[config.mk]
export PLATFORM = sky130hd
export DESIGN_NAME = sync_fifo_flags
export DESIGN_NICKNAME = d
export VERILOG_FILES = /design/src/rtl/fifo_pkg.sv /design/src/rtl/sync_fifo_ram.sv /design/src/rtl/sync_fifo_flags.sv
export SDC_FILE = /design/constraint.sdc
export NUM_CORES = 1
export LEC_CHECK = 0
export ABC_AREA = 0
export BUFFER_PORTS_ARGS = -buffer_cell sky130_fd_sc_hd__buf_4
export CORE_UTILIZATION = 32
export CTS_CLUSTER_SIZE = 8
export DETAILED_ROUTE_END_ITERATION = 6
export PLACE_DENSITY = 0.52
export SLEW_MARGIN = 20
export SYNTH_ARGS = -nofsm -noshare
export SYNTH_HDL_FRONTEND = slang
export SYNTH_SLANG_ARGS = --single-unit
[constraint.sdc]
create_clock -name clk -period 4.4 [get_ports clk]
set_clock_uncertainty 0.15 [all_clocks]
set_input_delay 0.88 -clock clk [delete_from_list [all_inputs] [get_ports clk]]
set_output_delay 0.88 -clock clk [all_outputs]
set_load 0.05 [all_outputs]
[src/rtl/fifo_pkg.sv]
// Shared constants for the single-clock FIFO family: default geometry,
// read-mode encodings and the occupancy-count width helper.
package fifo_pkg;

  localparam int FIFO_DATA_WIDTH = 8;
  localparam int FIFO_ADDR_WIDTH = 4;

  localparam int FIFO_MODE_STD  = 0;
  localparam int FIFO_MODE_FWFT = 1;

  // Count spans 0..DEPTH inclusive, so it needs one bit more than the address.
  function automatic int count_width(input int addr_width);
    return addr_width + 1;
  endfunction

endpackage

[src/rtl/sync_fifo_ram.sv]
// DEPTH x DATA_WIDTH storage: synchronous write, asynchronous read.
// Contents are deliberately not reset.
module sync_fifo_ram
  import fifo_pkg::*;
#(
  parameter int DATA_WIDTH = FIFO_DATA_WIDTH,
  parameter int ADDR_WIDTH = FIFO_ADDR_WIDTH
) (
  input  logic                  clk,
  input  logic                  we,
  input  logic [ADDR_WIDTH-1:0] waddr,
  input  logic [DATA_WIDTH-1:0] wdata,
  input  logic [ADDR_WIDTH-1:0] raddr,
  output logic [DATA_WIDTH-1:0] rdata
);

  localparam int DEPTH = 1 << ADDR_WIDTH;

  logic [DATA_WIDTH-1:0] mem_q [DEPTH];

  always_ff @(posedge clk) begin
    if (we) begin
      mem_q[waddr] <= wdata;
    end
  end

  assign rdata = mem_q[raddr];

endmodule

[src/rtl/sync_fifo_flags.sv]
// Single-clock FIFO with occupancy count, almost-full/almost-empty thresholds,
// sticky overflow/underflow flags and selectable standard or FWFT read mode.
module sync_fifo_flags
  import fifo_pkg::*;
#(
  parameter int DATA_WIDTH    = FIFO_DATA_WIDTH,
  parameter int ADDR_WIDTH    = FIFO_ADDR_WIDTH,
  parameter int FWFT          = FIFO_MODE_STD,
  parameter int AFULL_THRESH  = (1 << ADDR_WIDTH) - 2,
  parameter int AEMPTY_THRESH = 1
) (
  input  logic                  clk,
  input  logic                  rst,
  input  logic                  winc,
  input  logic [DATA_WIDTH-1:0] wdata,
  input  logic                  rinc,
  input  logic                  clr_err,
  output logic [DATA_WIDTH-1:0] rdata,
  output logic                  rvalid,
  output logic                  full,
  output logic                  empty,
  output logic                  almost_full,
  output logic                  almost_empty,
  output logic [ADDR_WIDTH:0]   count,
  output logic                  overflow,
  output logic                  underflow
);

  localparam int DEPTH = 1 << ADDR_WIDTH;
  localparam int CW    = count_width(ADDR_WIDTH);

  localparam logic [CW-1:0] DEPTH_C  = CW'(DEPTH);
  localparam logic [CW-1:0] AFULL_C  = CW'(AFULL_THRESH);
  localparam logic [CW-1:0] AEMPTY_C = CW'(AEMPTY_THRESH);
  localparam logic [CW-1:0] ONE_C    = CW'(1);

  logic [CW-1:0]         wptr_q, wptr_d;
  logic [CW-1:0]         rptr_q, rptr_d;
  logic                  overflow_q, overflow_d;
  logic                  underflow_q, underflow_d;
  logic                  wr_acc, rd_acc;
  logic [DATA_WIDTH-1:0] ram_rdata;

  // Flags decode the registered pointers only, so a simultaneous push and pop
  // leaves count (and every flag) untouched with no intermediate value.
  assign count        = wptr_q - rptr_q;
  assign full         = (count == DEPTH_C);
  assign empty        = (count == '0);
  assign almost_full  = (count >= AFULL_C);
  assign almost_empty = (count <= AEMPTY_C);
  assign overflow     = overflow_q;
  assign underflow    = underflow_q;

  // Handshake: winc/rinc are requests, ~full/~empty act as ready, both taken
  // from the state before this edge; a request without ready is dropped and
  // raises the matching sticky error flag.
  assign wr_acc = winc & ~full;
  assign rd_acc = rinc & ~empty;

  always_comb begin
    wptr_d      = wr_acc ? wptr_q + ONE_C : wptr_q;
    rptr_d      = rd_acc ? rptr_q + ONE_C : rptr_q;
    overflow_d  = (winc & full)  | (overflow_q  & ~clr_err);
    underflow_d = (rinc & empty) | (underflow_q & ~clr_err);
  end

  always_ff @(posedge clk) begin
    if (rst) begin
      wptr_q      <= '0;
      rptr_q      <= '0;
      overflow_q  <= 1'b0;
      underflow_q <= 1'b0;
    end else begin
      wptr_q      <= wptr_d;
      rptr_q      <= rptr_d;
      overflow_q  <= overflow_d;
      underflow_q <= underflow_d;
    end
  end

  sync_fifo_ram #(
    .DATA_WIDTH (DATA_WIDTH),
    .ADDR_WIDTH (ADDR_WIDTH)
  ) u_ram (
    .clk   (clk),
    .we    (wr_acc),
    .waddr (wptr_q[ADDR_WIDTH-1:0]),
    .wdata (wdata),
    .raddr (rptr_q[ADDR_WIDTH-1:0]),
    .rdata (ram_rdata)
  );

  generate
    if (FWFT == FIFO_MODE_FWFT) begin : g_fwft
      // Head word is shown directly; zero when there is nothing to show.
      assign rdata  = empty ? '0 : ram_rdata;
      assign rvalid = ~empty;
    end else begin : g_std
      logic [DATA_WIDTH-1:0] rdata_q, rdata_d;
      logic                  rvalid_q, rvalid_d;

      always_comb begin
        rdata_d  = rd_acc ? ram_rdata : rdata_q;
        rvalid_d = rd_acc;
      end

      always_ff @(posedge clk) begin
        if (rst) begin
          rdata_q  <= '0;
          rvalid_q <= 1'b0;
        end else begin
          rdata_q  <= rdata_d;
          rvalid_q <= rvalid_d;
        end
      end

      assign rdata  = rdata_q;
      assign rvalid = rvalid_q;
    end
  endgenerate

endmodule

[Yosys cells after proc, flatten, opt, wreduce, memory -nomap -nowiden]
Memory sizes are Yosys's and may differ from the RTL's. A register that Yosys moved wholly into a read port is not among the register bits.
Cells that the tools add are included.
Operators by class
  eq/ne operators: 1
  $lt $le $gt $ge: 2
  shift-type cells: 0
  add/sub/neg operators: 3
  $mul: 0
  reduce and logical (&&, ||, !) cells: 1
  mux-type cells: 2
  div/mod/pow operators: 0
  bitwise logic cells: 11
Operators by type and width (number)
  5-bit by 1-bit adder with 5-bit output, second input constant: 2
  1-bit AND: 6
  5-bit == test, second input constant: 1
  5-bit by 4-bit greater-or-equal comparator with 1-bit output, second input constant: 1
  5-bit by 1-bit less-or-equal comparator with 1-bit output, second input constant: 1
  5-bit logical NOT: 1
  5-bit subtractor: 1
  1-bit inverter: 3
  1-bit 2-to-1 mux: 2
  1-bit bitwise OR: 2
Storage, ports and cells
  memory bits (writable): 128
  ROM bits: 0
  memories: 1
  input port bits: 13
  latch bits: 0
  output and inout port bits: 20
  register bits: 13
Memory list
  u_ram.mem_q: words 16, width 8, rd ports 1, clocked after memory_dff 1, wr ports 1, line sync_fifo_ram.sv:19  | logic [DATA_WIDTH-1:0] mem_q [DEPTH];

[Depth between registers and ports, before layout]
  depth in word-level cells: 6
  mapped depth: 11
  mapped depth without buffers: 9

[By module]
Synthesis repeated with hierarchy kept, for this count alone.
Second synthesis, totals
  cells, all modules: 354
  area, all modules: 6168.4 µm²
By module, submodules not included
  sync_fifo_ram: instances 1, area each 4987.3 µm², sequential area each 3843.7 µm², cells an instance 221
  sync_fifo_flags: instances 1, area each 1181.1 µm², sequential area each 420.4 µm², cells an instance 133

[Worst setup path after synthesis]
No wires, ideal clock.
  kind: flip-flop to output port
  start point: reg wptr_q[0]
  end point: out almost_empty
  buffers on the path: 0
  data arrival time: 3.433 ns
  slack: -0.063 ns
  stages on the path, launching flop included: 9
  cells stage by stage: dfxtp_1 inv_1 ha_1 fa_1 nand2b_1 a21oi_1 xor2_1 inv_2 nor4_1
On the way
  word-level cells in the longest chain between the ends: 2
Ends and longest elaborated chain
  from (decl): line sync_fifo_flags.sv:37  | logic [CW-1:0] wptr_q, wptr_d;
  from (signal assigned): line sync_fifo_flags.sv:74  | wptr_q <= wptr_d;
  5-bit subtractor: line sync_fifo_flags.sv:46  | assign count = wptr_q - rptr_q;
  via count[4]: line sync_fifo_flags.sv:24  | output logic [ADDR_WIDTH:0] count,
  5-bit by 1-bit less-or-equal comparator with 1-bit output: line sync_fifo_flags.sv:50  | assign almost_empty = (count <= AEMPTY_C);
  to (decl): line sync_fifo_flags.sv:23  | output logic almost_empty,
The timed path passes the listed nets, and every way through them passes these cells.

[Worst setup path in the final report]
  start point: reg wptr_q[0]
  end point: out almost_empty
On the way
  word-level cells in the longest chain between the ends: 2
Ends and longest elaborated chain (line)
  5-bit subtractor: sync_fifo_flags.sv:46
  5-bit by 1-bit less-or-equal comparator with 1-bit output: sync_fifo_flags.sv:50
Every way passes these cells.

==> impl_summary.txt <==
----------------------------------------------------
[Clock tree]
  Number of buffers created by CTS ... 17
  Clock transition at path regs ... 0.06 ns
  Clock tree from TritonCTS ... built
  Deepest clock path buffer count ... 2
  Maximum level of the CTS H-tree ... 4
  Master cell of the clock root buffer ... clkbuf_16
  Number of gates resized after CTS ... 0
  Sink count of the clock tree ... roughly 150
  Hold Buf Count CTS ... 0
  Clock latency reported for the late side of the worst-skew pair ... 0.42 ns
  Post-CTS Setup Bufs ... 0

[GRT]
  Sum of overflow across all layers after global routing ... 0
  Largest net degree at the start of global routing ... 36
  First-pass GRT wire length ... around 21000 um
  Via count of the first global-routing pass ... between 3000 and 4000
  Antenna violations before repair ... 0
  Overall fraction of global-route tracks in use ... 14.9%

[Timing]
  Highest clock rate ... 0.253 GHz
  Total Negative Setup Slacks ... 0 ns
  Clock period minus final worst setup slack ... between 3 and 4 ns
  Worst Max-Slew Pin Slew ... 0.702 ns
  Number of endpoints with negative hold slack in the final report ... 0
  Number of max-slew violations in the final report ... 0
  Final setup fails ... 0
  Period Utilization, post-route ... roughly nine tenths
  Relative max-transition margin ... between 50% and 60%
  Unrepaired setup endpoints after global routing ... false

[Synth]
  Avg Cell Area, Syn ... around 17 um2
  Most frequent cell after synthesis ... edfxtp_1
  Area of the mapped netlist ... 6240 um2
  Total number of yosys warnings ... 0
  Sequential share of the synthesized area ... between 60% and 70%
  Number of nets in the synthesized netlist ... 393
  Top cell types by occurrence after synthesis ... 128 x edfxtp_1, 27 x mux4_2, 23 x nor2_1
  Mapped Cells ... 370
  Most area-hungry cell type in the Yosys netlist ... edfxtp_1
  Register bit count reported by yosys ... roughly 150
  Main area contributors after synthesis ... edfxtp_1 62%, mux4_2 9.7%, dfxtp_1 6.7%, ha_1 1.8%, mux2_1 1.6%
  Count of flip-flops with a built-in enable after synthesis ... roughly 130
  Predominant post-synthesis flop cell ... edfxtp_1
  Area share of the leading cell type in the synthesized netlist ... just over 60%
  Synth cell types ... 50
  Async set-or-reset flop fraction in the synthesized netlist ... 0%

[Die]
  Y dimension of the die ... ~140 um
  Total die area ... ~20000 um2
  Starting density of the core ... ~33%
  Area of the placeable core ... around 19000 um2
  Die X-Extent ... about 140 um
  Number of placement rows ... 50
  Num ports ... 33

[Placed design]
  Half-perimeter wire length of the detailed placement result ... roughly 9100 um
  Inst Count DP ... 646
  Final weighted congestion in routability-driven placement ... approximately 0.75
  Count of port buffers added during placement ... 32

[Worst setup path]
  Worst reg-to-reg setup slack ... roughly 0.97 ns
  Arrival time at the worst endpoint ... approximately 3 ns
  Source of the worst register-to-register timing path ... wptr_q[0]
  Worst path required time ... 3.37 ns
  CP Launch Type ... flip-flop
  Crit-path max FO ... 12
  Category of the worst setup path capture point ... output port
  Cell count of the worst reg-to-reg path ... 10
  Classification of the worst setup path ... flip-flop to output port
  Launching instance or port of the critical path ... wptr_q[0]

[Job]
  Number of violations of the max-capacitance limit ... 0

[Cells and area]
  Synth-to-Final Area Change ... 16.9%
  Utilization of the core after routing ... 38.6%
  Number of nets in the finished design ... around 430
  Fraction of layout instances using a drive strength above 1 ... about a quarter
  Antenna diode count ... 0
  Number of cells in the finished layout apart from fillers ... about 680

[Route]
  ANT nets after route ... 0
  Vias after detailed routing ... 3339
  Overall routed net length ... 13900 um
  DRC viols ... 0
  DRT Pass-1 Iters ... 4
  Mean routed wirelength per cell ... between 20 and 25 um
  1st-iter DRT viols ... approximately 260
  Vias per std cell ... about 5

[Min path]
  Class of the worst hold path ... flip-flop to flip-flop
  Min-Delay Startpoint ... rdata[0]
  Worst Hold Depth ... 2

[Pwr]
  PwrDens ... roughly 660 nW/um2
  Leakage ... approximately 2.5 nW
  Worst VDD drop ... about 0.38 mV

[Run status]
  Run status ... finished clean

----------------------------------------------------
==> area by class of cell <==
| cell class | count | area (um2) |
|---|---|---|
| fillers | 1769 | 11600 |
| multi-input cells | 190 | 1820 |
| clock buffers | 18 | 429 |
| inverters | 11 | 41.3 |
| repair buffers | 36 | 270 |
| flip-flops and latches | 149 | 4270 |
| clock inverters | 14 | 146 |
| well taps | 260 | 325 |
==> sequential cells by signal (all words and copies together) (netlist names) <==
signal	count
wptr_q	5
rptr_q	5
rdata	8
rvalid	1
u_ram.mem_q	128
overflow	1
underflow	1
==> through the flow <==
stage                     hold slack, ns  total power [W]  worst slack [ns]  cell area [um2]
after floorplan                    0.346          0.00301             0.515             6250
after global placement             0.301          0.00345             0.953             6730
after detailed placement           0.308          0.00347             0.882             6730
after CTS                          0.317          0.00487             0.422             7300
after global routing               0.345          0.00503             0.205             7300
final                              0.309          0.00482             0.445             7300
==> placed cells by master, fill, tap and decap left out, drive strengths merged, types with 3 or more instances in the layout <==
cell        n
a2111oi     3
a211oi      3
a21boi      3
a21oi       8
a41oi       5
and2        4
and3       13
buf        36
clkbuf     18
clkinvlp    6
dfxtp      21
edfxtp    128
ha          9
inv        16
mux2       12
mux2i       9
mux4       27
nand2      12
nand2b      3
nand3       3
nor2       23
nor2b      10
nor3b       5
o221ai      5
o22a        4
o31ai       5
xor2        3
==> worst max-delay path, stage by stage (launching register included) <==
cell and delay, ns:
dfxtp_1 0.40, inv_1 0.11, ha_1 0.22, fa_1 0.39, nand2b_1 0.17, a21oi_1 0.18
xor2_1 0.17, buf_4 0.21, inv_2 0.15, nor4_2 0.27, buf_4 0.24
==> where the power goes <==
part	internal [W]	total [W]	switching [W]
logic	0.000598	0.00175	0.00115
clock network	0.000795	0.00140	0.000601
registers	0.00163	0.00168	0.0000442
==> per-layer routing <==
metal	track usage (%)	up-vias	routed length [um]
li1	-	1541	-
met1	19.4	1710	6130
met2	24.6	71	6880
met3	3.48	17	670
met4	4.70	0	179
met5	0	-	0
==> worst paths after layout <==
kind | end
worst min register to register | rdata[0]
worst min-delay path | rdata[0]
worst max-delay path | almost_empty
worst max register to register | u_ram.mem_q[12][2]
==> logic make-up (layout without fill, tap and decap cells) <==
family / Yosys count / in the layout / share of synthesized area (%)
XOR/XNOR: 3 / 3 / 0.421
buffers and inverters: 31 / 79 / 2.60
multiplexers: 48 / 48 / 13.3
AND/OR/NAND/NOR: 83 / 83 / 7.03
flip-flops: 149 / 149 / 68.3
adder cells (fa/ha/maj): 10 / 10 / 2.12
AO/OA/AOI/OAI: 46 / 46 / 6.19
Note: power is estimated with default switching activity, not from simulation.
